## config.mk

```make
export PLATFORM = sky130hd
export DESIGN_NAME = rtc_adapter
export DESIGN_NICKNAME = d
export VERILOG_FILES = /design/src/rtl/rtc_pkg.sv /design/src/rtl/rtc_tick_gen.sv /design/src/rtl/rtc_adapter.sv
export SDC_FILE = /design/constraint.sdc
export NUM_CORES = 1
export LEC_CHECK = 0
export ABC_AREA = 1
export CAP_MARGIN = 20
export CORE_MARGIN = 2
export CORE_UTILIZATION = 45
export DETAILED_ROUTE_END_ITERATION = 8
export GPL_TIMING_DRIVEN = 0
export PLACE_DENSITY = 0.79
export SYNTH_ARGS = -nofsm -noshare
export SYNTH_HDL_FRONTEND = slang
export SYNTH_SLANG_ARGS = --single-unit
```

## constraint.sdc

```tcl
create_clock -name i_sclk -period 1.98 [get_ports i_sclk]
set_input_delay 0.396 -clock i_sclk [delete_from_list [all_inputs] [get_ports i_sclk]]
set_output_delay 0.396 -clock i_sclk [all_outputs]
set_load 0.01 [all_outputs]
```

## src/rtl/rtc_pkg.sv

```systemverilog
// Shared constants for the RTC display path: digit geometry, inactive drive
// patterns and the digit-select decoder.
package rtc_pkg;

    localparam int NUM_DIGITS          = 6;
    localparam int NUM_DIG_LINES       = 8;
    localparam int IDX_W               = 3;
    localparam int DEFAULT_REFRESH_DIV = 100000;

    localparam logic [7:0] DIG_OFF_AL = 8'hFF;
    localparam logic [7:0] DIG_OFF_AH = 8'h00;
    localparam logic [7:0] SEG_OFF_AL = 8'hFF;
    localparam logic [7:0] SEG_OFF_AH = 8'h00;

    typedef logic [IDX_W-1:0] dig_idx_t;

    localparam dig_idx_t LAST_DIGIT = dig_idx_t'(NUM_DIGITS - 1);

    // Unreachable indices still decode to digit 0 so exactly one line is ever enabled.
    function automatic logic [NUM_DIG_LINES-1:0] digit_onehot(input dig_idx_t idx);
        logic [NUM_DIG_LINES-1:0] oh;
        case (idx)
            3'd0:    oh = 8'b0000_0001;
            3'd1:    oh = 8'b0000_0010;
            3'd2:    oh = 8'b0000_0100;
            3'd3:    oh = 8'b0000_1000;
            3'd4:    oh = 8'b0001_0000;
            3'd5:    oh = 8'b0010_0000;
            default: oh = 8'b0000_0001;
        endcase
        return oh;
    endfunction

endpackage

```

## src/rtl/rtc_tick_gen.sv

```systemverilog
// Refresh prescaler: counts 0..DIV-1 and flags the terminal count for one cycle.
module rtc_tick_gen #(
    parameter int DIV = 100000
) (
    input  logic sclk_i,
    input  logic reset_n_i,
    output logic tick_o
);

    localparam int             CW   = $clog2(DIV + 1);
    localparam logic [CW-1:0]  LAST = CW'(DIV - 1);

    logic [CW-1:0] cnt_q, cnt_d;

    always_comb begin
        cnt_d = cnt_q + 1'b1;
        if (cnt_q == LAST) begin
            cnt_d = '0;
        end
    end

    always_ff @(posedge sclk_i or negedge reset_n_i) begin
        if (!reset_n_i) begin
            cnt_q <= '0;
        end else begin
            cnt_q <= cnt_d;
        end
    end

    assign tick_o = (cnt_q == LAST);

endmodule

```

## src/rtl/rtc_adapter.sv

```systemverilog
// Six-digit multiplexed 7-segment driver: scans one digit per refresh slot
// and registers the selected pattern and digit enable.
module rtc_adapter
    import rtc_pkg::*;
#(
    parameter int REFRESH_DIV    = DEFAULT_REFRESH_DIV,
    parameter int SEG_ACTIVE_LOW = 1,
    parameter int DIG_ACTIVE_LOW = 1
) (
    input  logic       i_sclk,
    input  logic       i_reset_n,
    input  logic [7:0] i_segout1,
    input  logic [7:0] i_segout2,
    input  logic [7:0] i_segout3,
    input  logic [7:0] i_segout4,
    input  logic [7:0] i_segout5,
    input  logic [7:0] i_segout6,
    output logic [7:0] o_segments,
    output logic [7:0] o_digits
);

    localparam logic [7:0] SEG_OFF = (SEG_ACTIVE_LOW != 0) ? SEG_OFF_AL : SEG_OFF_AH;
    localparam logic [7:0] DIG_OFF = (DIG_ACTIVE_LOW != 0) ? DIG_OFF_AL : DIG_OFF_AH;

    logic       tick;
    dig_idx_t   idx_q, idx_d;
    logic [7:0] seg_q, seg_d;
    logic [7:0] dig_q, dig_d;
    logic [7:0] sel_seg;
    logic [7:0] onehot;

    rtc_tick_gen #(
        .DIV (REFRESH_DIV)
    ) u_tick_gen (
        .sclk_i    (i_sclk),
        .reset_n_i (i_reset_n),
        .tick_o    (tick)
    );

    always_comb begin
        idx_d = idx_q;
        if (idx_q > LAST_DIGIT) begin
            idx_d = '0;
        end else if (tick) begin
            idx_d = (idx_q == LAST_DIGIT) ? dig_idx_t'(0) : idx_q + 1'b1;
        end
    end

    always_comb begin
        case (idx_q)
            3'd0:    sel_seg = i_segout1;
            3'd1:    sel_seg = i_segout2;
            3'd2:    sel_seg = i_segout3;
            3'd3:    sel_seg = i_segout4;
            3'd4:    sel_seg = i_segout5;
            3'd5:    sel_seg = i_segout6;
            default: sel_seg = i_segout1;
        endcase
        onehot = digit_onehot(idx_q);
        seg_d  = (SEG_ACTIVE_LOW != 0) ? ~sel_seg : sel_seg;
        dig_d  = (DIG_ACTIVE_LOW != 0) ? ~onehot  : onehot;
    end

    // Outputs reflect the index and inputs seen at the previous edge.
    always_ff @(posedge i_sclk or negedge i_reset_n) begin
        if (!i_reset_n) begin
            idx_q <= '0;
            seg_q <= SEG_OFF;
            dig_q <= DIG_OFF;
        end else begin
            idx_q <= idx_d;
            seg_q <= seg_d;
            dig_q <= dig_d;
        end
    end

    assign o_segments = seg_q;
    assign o_digits   = dig_q;

endmodule

```

==> run summary <==
The flow ran to the end, and the final reports show no timing, DRC or antenna violations. For the worst-skew pair, the clock arrives at the later sink with an insertion delay of 290 ps. The multiplexer area fraction after synthesis is 0.

The placeable core region was 4320 µm². The number of antenna diodes in the final layout is 0. The floorplan step defined a die boundary enclosing 5040 µm². For the required time at the endpoint of the critical path, the log shows 1580 ps. The logs give 0 for the total of endpoints with negative setup slack in the final report and 1370 ps for the data arrival time of the critical path. Number of hold violations in the final report: 0. The final max-slew violation count was 0; the maximum clock path buffer count was 2.

For this block, the via count after detailed routing is 1985. For this block, the routed nets add up to 4800 µm of wire. The area overhead of the layout relative to synthesis is 38.9%. Once detail routing completed, the nets flagged for antenna violations numbered 0.

The chip height works out to 71.0 µm. The largest family of logic cells by synthesized area is simple AND/OR/NAND/NOR gates. The placer's final routability congestion estimate is 0.860, and the wire length of the first global-routing pass is 8410 µm.

STA classifies the critical path endpoint as a primary output. The period utilization works out to 0.894. The total of buffers placed on input and output ports was 63; the total area of multi-input combinational cells was 991 µm². The tools report the via count of the first global-routing pass as 1997.

After detailed routing, the number of vias per cell comes to 4.73. Yosys attributes the largest share of cell area to dfrtp_1 (25%), nand2_1 (20%), dfstp_2 (18%). The count of buffer and inverter cells on the critical path was 1. The wire-length estimate of the detail-placed layout is 3720 µm.

After routing, the total negative slack on setup checks comes to 0 ps. The count of placed standard cells in the final layout, fillers left out was 420. The cell with the most instances after synthesis was nand2_1. VDD sags by at most 0.227 mV. The tools report the aggregate global-route resource usage as 0.211.

The power density of the placed cells is 494 nW/µm², and the setup slack at placement is 360 ps. Yosys printed 0 warnings. The fraction of registers with async set/reset was 1.00; the proportion of power drawn by flip-flops and latches was 0.514. The count of clock tree sinks was 34; the clock buffer count from CTS was 5.

The relative contribution of combinational cells to total power was 0.104; the post-synthesis share of cell area spent on xor and xnor gates was 0.0217. After technology mapping, the gate count stands at 296. Critical path's largest stage delay: 570 ps. Clock tree synthesis selected as its root buffer the cell clkbuf_8. Registers take 868 µm².

The first-pass detailed-route iteration total was 4; the highest clock rate was 565 MHz. For the post-placement cell count, the log shows 412. In this run the cell area of the synthesized design comes to 2020 µm².

Post-CTS repair changed the size of 0 cells. Global routing finished with a remaining overflow of 0. Slew at the pin closest to its max-slew limit: 716 ps. The adder and majority cell fraction of the synthesized area was 0.0186; the largest fanout on the critical path was 1.

By count the netlist is led by nand2_1 (110), nor2_1 (50), inv_1 (28). Switching part of the total: 0.210. On the critical path, the stage with the largest delay is an instance of clkdlybuf4s50_1.

The tool flagged a number of max-cap violations equal to 0. After layout, the minimum clock period comes to 1770 ps. The floorplan has 24 rows. Of all cell types, the one taking the most synthesized area is dfrtp_1. The synthesized area per cell is 6.82 µm². The synthesized-area fraction occupied by ao, oa, aoi and oai cells was 0.0421. The critical path in this run is classified as reg -> out.

Dividing the detail-routed wire length by the instance count gives 11.4 µm. For this run, the leading register cell type out of synthesis is dfrtp_1. The type of element launching the critical path is a flop. The tools report the number of nets in the layout as 420. The worst relative slew slack came out at 0.523. Traced cell by cell, the critical path runs through clkdlybuf4s50_1. The smallest setup slack after layout is 210 ps. The sequential-to-total area share from yosys stat was 0.430; the internal power consumption was 1.09 mW.

Hold repair after CTS inserted 0 buffers. The number of enable-type register cells in the synthesized netlist is 0. The clock arrives with 2.90 ps of skew. The power share of the clock group is 0.382, and the fraction of final layout cells sized beyond drive strength 1 is 0.101. The effective utilization at floorplan is 0.467. The fraction of synthesized cell area taken by the top area cell type is 0.248. The layout has 406 filler cells.

The width of the chip works out to 71.0 µm. Once the clock tree was built, the setup fixing pass inserted 0 buffers. For this design the static power due to leakage is 1.38 nW. For this design the total switching power over the nets is 0.291 mW. 66 I/O pins were placed.

The dominant delay contributor by cell family on the critical path is buffers and inverters. TritonCTS built the clock tree. Counting distinct cell types in the post-synthesis netlist gives 24. The detailed router finished its first iteration with 139 violations. In this run the number of H-tree levels came out at 2. Entering global routing, the biggest net connects 35 pins. In this run, synthesis produced a sequential element count of 34.

Number of remaining DRC errors: 0. The class of the worst hold path was in -> async. Setup repair after global routing left no endpoint under its margin. Clock-pin slew was measured on the worst setup and hold paths at 70 ps. The post-synthesis share of cell area spent on and, or, nand and nor gates came out at 0.405. The initial antenna violation count was 0.
-- final cells by class --
cell class | count | area share
Clock inverter | 1 | 0.00178
Timing Repair Buffer | 63 | 0.223
Buffer | 6 | 0.0120
Clock buffer | 7 | 0.0308
Tap cell | 52 | 0.0232
Multi-Input combinational cell | 223 | 0.353
Sequential cell | 34 | 0.310
Inverter | 34 | 0.0464
-- metal layers --
layer	global-route usage	wire length (µm)	vias to the layer above
met2	0.376	2420	78
li1	-	-	1041
met1	0.232	1900	859
met4	0.0671	60	0
met3	0.0798	417	7
met5	0	0	-
-- flip-flops by register name, indices dropped and copies added, names as in the netlist --
register and cells:
o_digits 6, o_segments 8, u_tick_gen.cnt_q 17, idx_q 3
-- placed cells by master (no fill, tap or decap), types with 2 or more instances in the layout --
| cell type | instances |
|---|---|
| a21oi_1 | 12 |
| and2_1 | 2 |
| buf_2 | 4 |
| buf_4 | 2 |
| clkbuf_8 | 6 |
| clkdlybuf4s50_1 | 62 |
| conb_1 | 2 |
| dfrtp_1 | 20 |
| dfstp_2 | 14 |
| ha_1 | 3 |
| inv_1 | 28 |
| inv_2 | 5 |
| nand2_1 | 110 |
| nand3_1 | 19 |
| nor2_1 | 50 |
| nor3_1 | 3 |
| o21ai_0 | 4 |
| or2_1 | 8 |
| xor2_1 | 5 |
-- power by group through the flow --
stage	Clock, mW	Sequential, mW	Combinational (mW)
floorplan	0	0.729	0.0137
global placement	0	0.724	0.147
detailed placement	0	0.724	0.147
CTS	0.545	0.712	0.147
global route	0.563	0.712	0.159
finish	0.529	0.712	0.145
-- through the flow --
| stage | util | power (mW) | hold slack, ps | instance area (µm²) |
|---|---|---|---|---|
| floorplan | - | 0.743 | 100 | 2020 |
| global placement | 0.629 | 0.871 | 523 | 2720 |
| detailed placement | 0.628 | 0.871 | 498 | 2710 |
| CTS | 0.649 | 1.40 | 181 | 2810 |
| global route | 0.649 | 1.43 | 228 | 2810 |
| finish | 0.649 | 1.39 | 160 | 2810 |
-- worst paths after layout --
check                                     from                   end  slack, ps  depth (start not counted)
setup / recovery                 o_segments[2]         o_segments[2]        210                          1
max in group asynchronous            i_reset_n  u_tick_gen.cnt_q[16]       1360                          1
hold reg to reg            u_tick_gen.cnt_q[0]   u_tick_gen.cnt_q[0]        540                          3
min in group i_sclk        u_tick_gen.cnt_q[0]   u_tick_gen.cnt_q[0]        540                          3
setup reg to reg           u_tick_gen.cnt_q[0]              idx_q[2]        340                          7
hold / removal                       i_reset_n  u_tick_gen.cnt_q[15]        160                          1
-- cell families after synthesis --
kind of cell,after synthesis
AO/OA/AOI/OAI,17
XOR/XNOR,5
adder cells (fa/ha/maj),3
buffers and inverters,40
flip-flops,34
other,1
AND/OR/NAND/NOR,196
Power figures use the tool's default switching activity.
